File: src/rtl/mips_cpu_avalon_pkg.sv
// Shared types for the MIPS CPU Avalon-MM arbiter: FSM encoding and the
// bundled request fields that get muxed from the granted master to the slave.
package mips_cpu_avalon_pkg;

    localparam int AV_ADDR_W = 32;
    localparam int AV_DATA_W = 32;
    localparam int AV_BE_W   = 4;

    typedef enum logic [1:0] {
        IDLE    = 2'd0,
        BUSY_M0 = 2'd1,
        BUSY_M1 = 2'd2
    } arb_state_t;

    typedef struct packed {
        logic [AV_ADDR_W-1:0] address;
        logic [AV_BE_W-1:0]   byteenable;
        logic                 read;
        logic                 write;
        logic [AV_DATA_W-1:0] writedata;
    } avalon_req_t;

    // A master is requesting whenever either command strobe is high.
    function automatic logic req_of(input avalon_req_t r);
        return r.read | r.write;
    endfunction

endpackage

File: src/rtl/mips_cpu_avalon_arbiter_if.sv
// Avalon-MM bus bundle. The "master" modport is the side that issues
// commands; the "slave" modport is the side that answers with waitrequest
// and readdata.
// Handshake: a command (read or write high) is accepted at the posedge where
// waitrequest is low; while waitrequest is high the master holds address,
// byteenable, writedata and the command stable.
interface mips_cpu_avalon_arbiter_if;
    import mips_cpu_avalon_pkg::*;

    logic [AV_ADDR_W-1:0] address;
    logic [AV_BE_W-1:0]   byteenable;
    logic                 read;
    logic                 write;
    logic [AV_DATA_W-1:0] writedata;
    logic                 waitrequest;
    logic [AV_DATA_W-1:0] readdata;

    modport master (
        output address, byteenable, read, write, writedata,
        input  waitrequest, readdata
    );

    modport slave (
        input  address, byteenable, read, write, writedata,
        output waitrequest, readdata
    );

endinterface

File: src/rtl/mips_cpu_avalon_arbiter.sv
// Two-master, one-slave Avalon-MM arbiter sharing the memory port between the
// instruction-fetch master (m0) and the data master (m1). The grant is held
// for a whole transfer, contention is resolved round-robin, every transfer is
// preceded by one idle cycle so the slave sees a fresh read/write edge, and a
// watchdog aborts a transfer whose slave never drops waitrequest.
module mips_cpu_avalon_arbiter
    import mips_cpu_avalon_pkg::*;
#(
    parameter int TIMEOUT_CYCLES = 64
) (
    input  logic                        clk,
    input  logic                        reset,
    mips_cpu_avalon_arbiter_if.slave    m0,
    mips_cpu_avalon_arbiter_if.slave    m1,
    mips_cpu_avalon_arbiter_if.master   s,
    output logic                        timeout,
    output arb_state_t                  o_dbg_state
);

    localparam int               WD_W    = $clog2(TIMEOUT_CYCLES + 1);
    localparam logic [WD_W-1:0]  WD_LAST = WD_W'(TIMEOUT_CYCLES - 1);

    arb_state_t      r_state;
    logic            r_last_grant;
    logic [WD_W-1:0] r_wd_count;
    logic            r_timeout;

    arb_state_t      w_next_state;
    logic            w_next_last_grant;
    logic [WD_W-1:0] w_next_wd_count;
    logic            w_next_timeout;

    avalon_req_t     w_m0;
    avalon_req_t     w_m1;
    avalon_req_t     w_sel;
    logic            w_m0_req;
    logic            w_m1_req;
    logic            w_busy;
    logic            w_gnt_id;
    logic            w_gnt_req;

    assign w_m0 = '{address: m0.address, byteenable: m0.byteenable,
                    read: m0.read, write: m0.write, writedata: m0.writedata};
    assign w_m1 = '{address: m1.address, byteenable: m1.byteenable,
                    read: m1.read, write: m1.write, writedata: m1.writedata};

    assign w_m0_req  = req_of(w_m0);
    assign w_m1_req  = req_of(w_m1);
    assign w_busy    = (r_state == BUSY_M0) || (r_state == BUSY_M1);
    assign w_gnt_id  = (r_state == BUSY_M1);
    assign w_gnt_req = w_gnt_id ? w_m1_req : w_m0_req;

    assign timeout     = r_timeout;
    assign o_dbg_state = r_state;

    // State register, round-robin pointer, watchdog counter and sticky flag.
    always_ff @(posedge clk) begin
        if (reset) begin
            r_state      <= IDLE;
            r_last_grant <= 1'b1;
            r_wd_count   <= '0;
            r_timeout    <= 1'b0;
        end else begin
            r_state      <= w_next_state;
            r_last_grant <= w_next_last_grant;
            r_wd_count   <= w_next_wd_count;
            r_timeout    <= w_next_timeout;
        end
    end

    // Next-state logic: grant from IDLE, release on completion, abort or watchdog.
    always_comb begin
        w_next_state      = r_state;
        w_next_last_grant = r_last_grant;
        w_next_wd_count   = r_wd_count;
        w_next_timeout    = r_timeout;
        case (r_state)
            IDLE: begin
                w_next_wd_count = '0;
                if (w_m0_req && w_m1_req) begin
                    // The master that was not served last wins contention.
                    w_next_state = r_last_grant ? BUSY_M0 : BUSY_M1;
                end else if (w_m0_req) begin
                    w_next_state = BUSY_M0;
                end else if (w_m1_req) begin
                    w_next_state = BUSY_M1;
                end
            end
            BUSY_M0, BUSY_M1: begin
                if (!w_gnt_req) begin
                    // Master withdrew its command mid-transfer: release quietly.
                    w_next_state      = IDLE;
                    w_next_last_grant = w_gnt_id;
                    w_next_wd_count   = '0;
                end else if (!s.waitrequest) begin
                    // Command is forwarded, so s_read|s_write equals w_gnt_req here.
                    w_next_state      = IDLE;
                    w_next_last_grant = w_gnt_id;
                    w_next_wd_count   = '0;
                end else if (r_wd_count == WD_LAST) begin
                    // Slave is stuck: give the bus up and let the other master in.
                    w_next_state      = IDLE;
                    w_next_last_grant = w_gnt_id;
                    w_next_wd_count   = '0;
                    w_next_timeout    = 1'b1;
                end else begin
                    w_next_wd_count = r_wd_count + WD_W'(1);
                end
            end
            default: begin
                w_next_state    = IDLE;
                w_next_wd_count = '0;
            end
        endcase
    end

    // Output mux: forward the granted master to the slave, route waitrequest back.
    always_comb begin
        w_sel = w_gnt_id ? w_m1 : w_m0;

        s.address    = w_sel.address;
        s.byteenable = w_sel.byteenable;
        s.writedata  = w_sel.writedata;
        s.read       = w_busy & w_sel.read;
        s.write      = w_busy & w_sel.write;

        m0.waitrequest = (r_state == BUSY_M0) ? s.waitrequest : w_m0_req;
        m1.waitrequest = (r_state == BUSY_M1) ? s.waitrequest : w_m1_req;

        // Broadcast; only meaningful to the granted master on completion.
        m0.readdata = s.readdata;
        m1.readdata = s.readdata;
    end

endmodule

File: src/flat_wrapper.sv
// flat-port wrapper written by rule: the top's interface ports become plain ports
module mips_cpu_avalon_arbiter_flat import mips_cpu_avalon_pkg::*;
#(
    parameter int TIMEOUT_CYCLES = 64
)
  (clk, reset, timeout, o_dbg_state, m0_address, m0_byteenable, m0_read, m0_write, m0_writedata, m0_waitrequest, m0_readdata, m1_address, m1_byteenable, m1_read, m1_write, m1_writedata, m1_waitrequest, m1_readdata, s_address, s_byteenable, s_read, s_write, s_writedata, s_waitrequest, s_readdata);
  mips_cpu_avalon_arbiter_if m0_i ();
  mips_cpu_avalon_arbiter_if m1_i ();
  mips_cpu_avalon_arbiter_if s_i ();
  input  logic clk;
  input  logic reset;
  output logic timeout;
  output arb_state_t o_dbg_state;
  input wire logic [$bits(m0_i.address)-1:0] m0_address;
  input wire logic [$bits(m0_i.byteenable)-1:0] m0_byteenable;
  input wire logic [$bits(m0_i.read)-1:0] m0_read;
  input wire logic [$bits(m0_i.write)-1:0] m0_write;
  input wire logic [$bits(m0_i.writedata)-1:0] m0_writedata;
  output wire logic [$bits(m0_i.waitrequest)-1:0] m0_waitrequest;
  output wire logic [$bits(m0_i.readdata)-1:0] m0_readdata;
  input wire logic [$bits(m1_i.address)-1:0] m1_address;
  input wire logic [$bits(m1_i.byteenable)-1:0] m1_byteenable;
  input wire logic [$bits(m1_i.read)-1:0] m1_read;
  input wire logic [$bits(m1_i.write)-1:0] m1_write;
  input wire logic [$bits(m1_i.writedata)-1:0] m1_writedata;
  output wire logic [$bits(m1_i.waitrequest)-1:0] m1_waitrequest;
  output wire logic [$bits(m1_i.readdata)-1:0] m1_readdata;
  output wire logic [$bits(s_i.address)-1:0] s_address;
  output wire logic [$bits(s_i.byteenable)-1:0] s_byteenable;
  output wire logic [$bits(s_i.read)-1:0] s_read;
  output wire logic [$bits(s_i.write)-1:0] s_write;
  output wire logic [$bits(s_i.writedata)-1:0] s_writedata;
  input wire logic [$bits(s_i.waitrequest)-1:0] s_waitrequest;
  input wire logic [$bits(s_i.readdata)-1:0] s_readdata;
  assign m0_i.address = m0_address;
  assign m0_i.byteenable = m0_byteenable;
  assign m0_i.read = m0_read;
  assign m0_i.write = m0_write;
  assign m0_i.writedata = m0_writedata;
  assign m0_waitrequest = m0_i.waitrequest;
  assign m0_readdata = m0_i.readdata;
  assign m1_i.address = m1_address;
  assign m1_i.byteenable = m1_byteenable;
  assign m1_i.read = m1_read;
  assign m1_i.write = m1_write;
  assign m1_i.writedata = m1_writedata;
  assign m1_waitrequest = m1_i.waitrequest;
  assign m1_readdata = m1_i.readdata;
  assign s_address = s_i.address;
  assign s_byteenable = s_i.byteenable;
  assign s_read = s_i.read;
  assign s_write = s_i.write;
  assign s_writedata = s_i.writedata;
  assign s_i.waitrequest = s_waitrequest;
  assign s_i.readdata = s_readdata;
  mips_cpu_avalon_arbiter #(.TIMEOUT_CYCLES(TIMEOUT_CYCLES)) u_core (.clk(clk), .reset(reset), .m0(m0_i), .m1(m1_i), .s(s_i), .timeout(timeout), .o_dbg_state(o_dbg_state));
endmodule
File: config.mk
export PLATFORM = sky130hd
export DESIGN_NAME = mips_cpu_avalon_arbiter_flat
export DESIGN_NICKNAME = d
export VERILOG_FILES = /design/src/rtl/mips_cpu_avalon_pkg.sv /design/src/rtl/mips_cpu_avalon_arbiter_if.sv /design/src/rtl/mips_cpu_avalon_arbiter.sv /design/src/flat_wrapper.sv
export SDC_FILE = /design/constraint.sdc
export NUM_CORES = 1
export LEC_CHECK = 0
export ABC_AREA = 1
export CORE_AREA = 5 5 120 122
export DETAILED_ROUTE_END_ITERATION = 6
export DIE_AREA = 0 0 125 127
export PLACE_DENSITY_LB_ADDON = 0.08
export SYNTH_ARGS = -nofsm -noshare
export SYNTH_HDL_FRONTEND = slang
export SYNTH_SLANG_ARGS = --single-unit
File: constraint.sdc
create_clock -name clk -period 3.9 [get_ports clk]
set_clock_uncertainty 0.2 [all_clocks]
set_input_delay 0.78 -clock clk [delete_from_list [all_inputs] [get_ports clk]]
set_output_delay 0.78 -clock clk [all_outputs]
set_load 0.05 [all_outputs]
==> results.ini, run 1 <==
[run_status]
status=finished clean

[sta]
fin_tns_setup_ns=0
hold_viol_final=0
max_slew_margin=0.605
drv_slew=0
finalCritPeriodShare=0.852
max_freq_mhz=301
period_minus_slack_ns=3.32
setup_viol=0
grt_setup_unrepaired=no
tightest_slew_ns=0.592

[placement]
dp_hpwl_um=9620
gp_congestion=0.779
portBuffers=217

[global_routing]
grt_pass1_vias=2468
gr-usage-all-layers=0.128
grt-ovfl-total=0
antenna_found_initial=1
grt_pass1_wl_um=15800
grt_max_degree=40

[die]
io_pins=314
die_x_um=125
initial_utilization=0.146
rows=42
die-area_um2=15900
dieHeight_um=127
core_um2=13100

[synthesis]
synthCells=373
synthTopCellsByArea=nand2_1 (43%), buf_4 (25%), dfxtp_1 (11%)
synth_seq_cells=11
syn_nets=552
yosysTopAreaCell=nand2_1
seq_area_frac_synth=0.115
synth_top_area_frac=0.433
postSynthAreaPerCell_um2=5.14
ys_types=18
netlist_area_um2=1920
yosysWarnings=0

[hold_path]
hold_depth=1
min-delay-start=u_core.r_wd_count[0]
hold_end=u_core.r_wd_count[0]
hold_path.class=flip-flop to flip-flop

[worst_setup_path]
rrSetupSlack_ns=1.79
crit_chain=clkdlybuf4s50_1 -> nor2_2 -> o21ai_0 -> clkdlybuf4s50_1
cp-end-kind=output port
crit_type=input port to output port
critical_path.max_stage_delay_ns=0.83
worstRegToRegCells=10
critical-path-top-delay-family=buffers and inverters
rr_endpoint=u_core.o_dbg_state[1]
worst-path-buf-inv=2
path_common_cell=clkdlybuf4s50_1
crit_fanout=5
slowest_stage=clkdlybuf4s50_1
r2r-start=u_core.o_dbg_state[0]
arrival_ns=2.34
worstPathRequired_ns=2.92
start_kind=input port
cp.depth=4

[layout]
syn_to_final_growth_pct=93.5
fin_nets=698
drive_above_1_share=0.160
finish.utilization=0.283

[pwr]
p_comb_frac=0.853
leakage_nw=1.82
sw_frac_of_total=0.622
power_density_nw_per_um2=600
pwr-share-seq=0.064
internal-power_mw=0.841
irDropWorstVdd_uv=204
p_clk_frac=0.083
p_sw_mw=1.38

[detailed_routing]
wl_per_cell_um=16.2
dr.pass1.iters=4
drt-total-wl_um=11300
ant_nets=0
drt_first_iter_violations=94
drc=0
vias=2574
viasPerCell=3.70

[clocking]
insertion_delay_ns=0.24
htreeDepth=1
cts_root_buf=clkbuf_16
post_cts_buffers=0
clk_pin_slew_ns=0.04
cts_tree=done
postCtsHoldBufs=0
cts_buffers=3
cts_resized=0
clock_path_buffers=2
cts_sinks=11

[job]
max-cap-violations=0

[kinds of logic (layout without fill, tap and decap cells)]
family	count (synthesis)	in the layout	synth area share
AND/OR/NAND/NOR	257	257	0.519
buffers and inverters	90	235	0.308
flip-flops	11	11	0.115
AO/OA/AOI/OAI	9	9	0.0235
adder cells (fa/ha/maj)	4	4	0.0261
XOR/XNOR	2	2	0.00915
other	0	1	0
[worst max-delay path by stage]
stage / start / endpoint
floorplan: u_core.o_dbg_state[0] / m1_waitrequest
global placement: m0_write / m0_waitrequest
detailed placement: m1_write / m1_waitrequest
CTS: m1_write / m1_waitrequest
global route: m1_write / m1_waitrequest
finish: m0_write / m0_waitrequest
[cells in the mapped netlist (all sizes together)]
cell	n
xnor2	1
a21oi	3
inv	11
o21ai	6
or2	1
xor2	1
nor3	1
clkbuf	6
nor2	23
ha	4
buf	73
nand3	10
dfxtp	11
nand2	222
[area by class of cell]
| type | instances | area [um2] |
|---|---|---|
| fillers | 1463 | 9380 |
| repair buffers | 220 | 2030 |
| multi-input cells | 272 | 1110 |
| flip-flops and latches | 11 | 220 |
| well taps | 176 | 220 |
| clock buffers | 4 | 78.8 |
| inverters | 11 | 41.3 |
| diodes | 1 | 2.50 |
[power groups by stage]
stage               Combinational, mW  Sequential, mW  Clock, mW
floorplan                        1.40           0.169          0
global placement                 1.93           0.143          0
detailed placement               1.93           0.143          0
CTS                              1.93           0.142      0.191
global route                     2.01           0.144      0.200
finish                           1.90           0.141      0.185
[sequential cells by signal (all words and copies together) (netlist names)]
| name | flops |
|---|---|
| u_core.o_dbg_state | 2 |
| u_core.timeout | 1 |
| u_core.r_last_grant | 1 |
| u_core.r_wd_count | 7 |
[through the flow]
| step | setup WS (ns) | cell area, um2 | cells | power [mW] | hold WS (ns) |
|---|---|---|---|---|---|
| after global routing | 0.514 | 3710 | 695 | 2.36 | 0.273 |
| after floorplan | 0.617 | 1920 | 373 | 1.57 | 0.218 |
| after CTS | 0.575 | 3700 | 694 | 2.26 | 0.251 |
| final | 0.578 | 3710 | 695 | 2.22 | 0.249 |
| after global placement | 0.604 | 3620 | 690 | 2.08 | 0.235 |
| after detailed placement | 0.574 | 3620 | 690 | 2.07 | 0.241 |
[placed cells by master, fill, tap and decap left out, types with 2 or more instances in the layout]
cell             count
clkbuf_16            3
nor2_1              21
ha_1                 3
inv_1                9
nand3_1             10
buf_4               71
o21ai_0              6
dfxtp_1             11
nand2_1            221
a21oi_1              3
clkdlybuf4s50_1    148
inv_2                2
nor2_2               2
[metal layers]
metal | vias up | GRT usage | wire [um] | share of wire
met5 | - | 0 | 0 | 0
met4 | 0 | 0.0351 | 146 | 0.013
met2 | 136 | 0.248 | 6160 | 0.55
li1 | 1345 | - | - | -
met3 | 14 | 0.0459 | 948 | 0.084
met1 | 1079 | 0.129 | 4020 | 0.36
(Power assumes the default switching activity.)
==> inputs of run 2 (changes only) <==
--- a/config.mk
+++ b/config.mk
@@ -6,9 +6,9 @@
 export NUM_CORES = 1
 export LEC_CHECK = 0
 export ABC_AREA = 1
-export CORE_AREA = 5 5 120 122
+export CORE_AREA = 5 5 118 120
 export DETAILED_ROUTE_END_ITERATION = 6
-export DIE_AREA = 0 0 125 127
+export DIE_AREA = 0 0 123 125
 export PLACE_DENSITY_LB_ADDON = 0.08
 export SYNTH_ARGS = -nofsm -noshare
 export SYNTH_HDL_FRONTEND = slang
==> constraint.sdc (replaced) <==
create_clock -name clk -period 3.4 [get_ports clk]
set_clock_uncertainty 0.2 [all_clocks]
set_input_delay 0.68 -clock clk [delete_from_list [all_inputs] [get_ports clk]]
set_output_delay 0.68 -clock clk [all_outputs]
set_load 0.05 [all_outputs]
==> run 2 against run 1 <==
Against the previous run:
- via count unchanged
- combinational power up 53%
- first-iteration DRC count down 3.2%
- highest routed layer unchanged
- setup slack worse by 0.094 ns
- largest cell class unchanged
- non-clock buffer count unchanged
- cell count down 0.14%
- power up 47%
- die area down 3.1%
==> results.ini, run 2 (same netlist as run 1, synthesis figures left out) <==
[run_status]
status=finished clean

[worst_setup_path]
path_common_cell=buf_4
crit_fanout=75
crit_type=flip-flop to output port
slowest_stage=buf_4
cp-end-kind=output port
arrival_ns=2.04
worstRegToRegCells=10
critical_path.max_stage_delay_ns=0.63
worstPathRequired_ns=2.52
crit_chain=inv_1 -> ha_2 -> buf_4 -> o21ai_0 -> a21oi_1 -> buf_4
worst-path-buf-inv=3
rrSetupSlack_ns=1.27
r2r-start=u_core.o_dbg_state[0]
critical-path-top-delay-family=buffers and inverters
rr_endpoint=u_core.o_dbg_state[1]
start_kind=flip-flop

[global_routing]
grt_pass1_vias=2472
grt-ovfl-total=0
grt_pass1_wl_um=15900
grt_max_degree=76
gr-usage-all-layers=0.134
antenna_found_initial=0

[detailed_routing]
drt-total-wl_um=11300
drc=0
wl_per_cell_um=16.2
vias=2574
drt_first_iter_violations=91
viasPerCell=3.71
dr.pass1.iters=4
ant_nets=0

[placement]
dp_hpwl_um=9410
gp_congestion=0.765
portBuffers=217

[layout]
regMostFlops=u_core.r_wd_count
antenna_cells=0
final_common_cell=nand2_1
drive_above_1_share=0.168
mostFrequentLayoutCells=nand2_1 (221), clkdlybuf4s50_1 (145), buf_12 (70), nor2_1 (21), dfxtp_1 (11)
largest_reg_flops=7
syn_to_final_growth_pct=138
fin_nets=698

[clocking]
cts_tree=done
clk_pin_slew_ns=0.04
cts_resized=0
post_cts_buffers=0
htreeDepth=1
cts_buffers=3
clock_path_buffers=2
cts_sinks=11
insertion_delay_ns=0.23
postCtsHoldBufs=0
cts_root_buf=clkbuf_16

[sta]
finalCritPeriodShare=0.858
grt_setup_unrepaired=no
tightest_slew_ns=0.797
hold_viol_final=0
max_slew_margin=0.468
drv_slew=0
fin_tns_setup_ns=0
max_freq_mhz=343
period_minus_slack_ns=2.92
whs_ns=0.244
setup_viol=0

[hold_path]
hold_depth=1
hold_path.class=flip-flop to flip-flop
hold_end=u_core.r_wd_count[0]
min-delay-start=u_core.r_wd_count[0]

[die]
die_x_um=123
io_pins=314
core_um2=12900
initial_utilization=0.149
dieHeight_um=125
die-area_um2=15400
rows=42

[pwr]
power_density_nw_per_um2=719
irDropWorstVdd_uv=265
leakage_nw=2.13

[job]
max-cap-violations=0

-- run 2: cell count changes in the layout (fill, tap and decap cells not counted) --
cell,delta
buf_12,+69
buf_4,-66
clkdlybuf4s50_1,-3
clkbuf_1,-1
clkinv_2,+1
diode_2,-1
-- run 2: where the power goes --
group	switching, mW	leakage (nW)	total, mW	internal [mW]
clock	0.0545	0.0409	0.210	0.155
sequential	0.0142	0.0893	0.161	0.147
combinational	1.66	2.00	2.91	1.25
total	1.73	2.13	3.28	1.55
-- run 2: final cells by class --
type / instances / area, um2
clock buffer: 3 / 75.1
tap: 176 / 220
multi-input combinational: 272 / 1110
fill: 1403 / 8310
sequential: 11 / 220
clock inverter: 1 / 5.00
inverter: 11 / 41.3
timing repair buffer: 220 / 2890
-- run 2: per-stage QoR --
stage / setup slack, ns / power [mW] / instance area, um2 / utilization / instances
2_1_floorplan: 0.217 / 1.80 / 1920 / - / 373
3_3_place_gp: 0.697 / 3.11 / 4480 / 0.348 / 690
3_5_place_dp: 0.672 / 3.11 / 4480 / 0.348 / 690
4_1_cts: 0.419 / 3.33 / 4560 / 0.354 / 694
5_1_grt: 0.266 / 3.44 / 4560 / 0.354 / 694
6_report: 0.484 / 3.28 / 4560 / 0.354 / 694
-- run 2: worst max path at each step --
stage | startpoint | endpoint | cells after the start
finish | u_core.o_dbg_state[0] | s_read | 6
CTS | u_core.o_dbg_state[0] | s_read | 6
floorplan | u_core.o_dbg_state[0] | m1_waitrequest | 4
global placement | u_core.o_dbg_state[0] | s_read | 6
global route | u_core.o_dbg_state[0] | s_read | 6
detailed placement | u_core.o_dbg_state[0] | s_read | 6
-- run 2: layer usage --
metal / global-route usage / vias up / part of all wire
met1: 0.134 / 1093 / 0.32
met5: 0 / - / 0
met3: 0.0420 / 4 / 0.12
met2: 0.269 / 134 / 0.56
li1: - / 1343 / -
met4: 0.0215 / 0 / 0.0056
==> inputs of run 3 (changes only) <==
--- a/config.mk
+++ b/config.mk
@@ -6,9 +6,10 @@
 export NUM_CORES = 1
 export LEC_CHECK = 0
 export ABC_AREA = 1
-export CORE_AREA = 5 5 118 120
+export CORE_AREA = 10 10 113 115
 export DETAILED_ROUTE_END_ITERATION = 6
 export DIE_AREA = 0 0 123 125
+export MAX_ROUTING_LAYER = met4
 export PLACE_DENSITY_LB_ADDON = 0.08
 export SYNTH_ARGS = -nofsm -noshare
 export SYNTH_HDL_FRONTEND = slang
==> run 3 against run 2 <==
Against the previous run:
- sequential power barely moved
- die area stayed put
- register-to-register slack worse by 0.03 ns
- via count is 2.1% higher
- clock-buffer cell count increased by 1
==> results.ini, run 3 (same netlist as run 1, synthesis figures left out) <==
[worst_setup_path]
crit_chain=inv_1 -> ha_2 -> buf_4 -> o21ai_0 -> a21oi_1 -> buf_4
worstRegToRegCells=9
crit_type=flip-flop to output port
r2r-start=u_core.o_dbg_state[0]
crit_end=s_read
critical_path.max_stage_delay_ns=0.61
rr_endpoint=u_core.o_dbg_state[0]
start_kind=flip-flop
crit_start=u_core.o_dbg_state[0]
rrSetupSlack_ns=1.24
path_common_cell=buf_4
arrival_ns=2.05
cp-end-kind=output port
worstPathRequired_ns=2.52
crit_fanout=75
slowest_stage=buf_4

[job]
max-cap-violations=0

[global_routing]
grt-ovfl-total=0
gr-usage-all-layers=0.158
grt_pass1_vias=2579
antenna_found_initial=1
grt_pass1_wl_um=18100
grt_max_degree=76

[detailed_routing]
ant_nets=0
route.met3.wl_um=1080
drt-total-wl_um=12800
wl_met2_um=7130
top_layer=met4
m1WireLength_um=4530
dr.pass1.iters=4
drc=0
viasPerCell=3.99
wl_per_cell_um=19.4
drt_first_iter_violations=107
vias=2627

[layout]
stdcell_count=658
fin_nets=697
final_common_cell=nand2_1
syn_to_final_growth_pct=134
largest_reg_flops=7
drive_above_1_share=0.164
regMostFlops=u_core.r_wd_count
mostFrequentLayoutCells=nand2_1 (221), clkdlybuf4s50_1 (145), buf_12 (70), nor2_1 (21), dfxtp_1 (11)

[sta]
fin_tns_setup_ns=0
max_freq_mhz=341
grt_setup_unrepaired=no
max_slew_margin=0.489
period_minus_slack_ns=2.93
hold_viol_final=0
finalCritPeriodShare=0.862
drv_slew=0
tightest_slew_ns=0.766
setup_viol=0

[die]
die_x_um=123
core_um2=10600
rows=38
initial_utilization=0.181
die-area_um2=15400
dieHeight_um=125
io_pins=314

[run_status]
status=finished clean

[clocking]
clock_path_buffers=2
cts_root_buf=clkbuf_8
cts_tree=done
htreeDepth=1
clk_pin_slew_ns=0.05
postCtsHoldBufs=0
cts_sinks=11
post_cts_buffers=0
insertion_delay_ns=0.23
cts_buffers=3
cts_resized=0

[placement]
place_inst=653
gp_congestion=0.867
portBuffers=217
dp_hpwl_um=10900

[pwr]
leakage_nw=2.11
irDropWorstVdd_uv=268
power_density_nw_per_um2=716

[hold_path]
hold_path.class=flip-flop to flip-flop

run 3: cell types whose count changed in the layout (fill, tap and decap cells not counted):
cell,delta
diode_2,+1
clkinv_2,-1
clkbuf_8,+3
clkbuf_1,+1
buf_4,-1
clkbuf_16,-3
run 3: area by class of cell:
| type | instances | area [um2] |
|---|---|---|
| antenna | 1 | 2.50 |
| multi-input combinational | 272 | 1110 |
| clock buffer | 4 | 45.0 |
| fill | 1100 | 6130 |
| inverter | 11 | 41.3 |
| sequential | 11 | 220 |
| timing repair buffer | 219 | 2880 |
| tap | 140 | 175 |
run 3: worst min path at each step:
stage | start | endpoint | slack (ns) | depth (start not counted)
after global placement | u_core.r_wd_count[0] | u_core.r_wd_count[0] | 0.23 | 1
after floorplan | u_core.r_wd_count[0] | u_core.r_wd_count[0] | 0.22 | 1
after global routing | u_core.r_last_grant | u_core.r_last_grant | 0.28 | 2
after detailed placement | u_core.r_last_grant | u_core.r_last_grant | 0.25 | 2
final | u_core.r_wd_count[0] | u_core.r_wd_count[0] | 0.25 | 1
after CTS | u_core.r_wd_count[0] | u_core.r_wd_count[0] | 0.26 | 1
run 3: layer usage:
| metal | global-route usage | vias up |
|---|---|---|
| met5 | - | - |
| met4 | 0.0233 | 0 |
| met3 | 0.0419 | 2 |
| met2 | 0.299 | 135 |
| met1 | 0.159 | 1149 |
| li1 | - | 1341 |
run 3: metrics by stage:
| step | instance area [um2] | total power [mW] | hold WS [ns] | setup slack [ns] | util |
|---|---|---|---|---|---|
| 2_1_floorplan | 1920 | 1.80 | 0.218 | 0.217 | - |
| 3_3_place_gp | 4430 | 3.10 | 0.229 | 0.715 | 0.418 |
| 3_5_place_dp | 4430 | 3.11 | 0.247 | 0.687 | 0.418 |
| 4_1_cts | 4470 | 3.25 | 0.259 | 0.436 | 0.422 |
| 5_1_grt | 4480 | 3.36 | 0.278 | 0.337 | 0.422 |
| 6_report | 4480 | 3.20 | 0.248 | 0.469 | 0.422 |
run 3: worst max-delay path, delay by kind of cell, from the launching register on:
family | cells | cell delay (ns)
adders and majority gates | 1 | 0.19
DFF | 1 | 0.33
buffers and inverters | 3 | 0.92
AOI/OAI and AO/OA | 2 | 0.36
run 3: power breakdown:
group | internal, mW | switching, mW
Clock | 0.0819 | 0.0439
Combinational | 1.25 | 1.67
Sequential | 0.147 | 0.0140
Total | 1.47 | 1.73
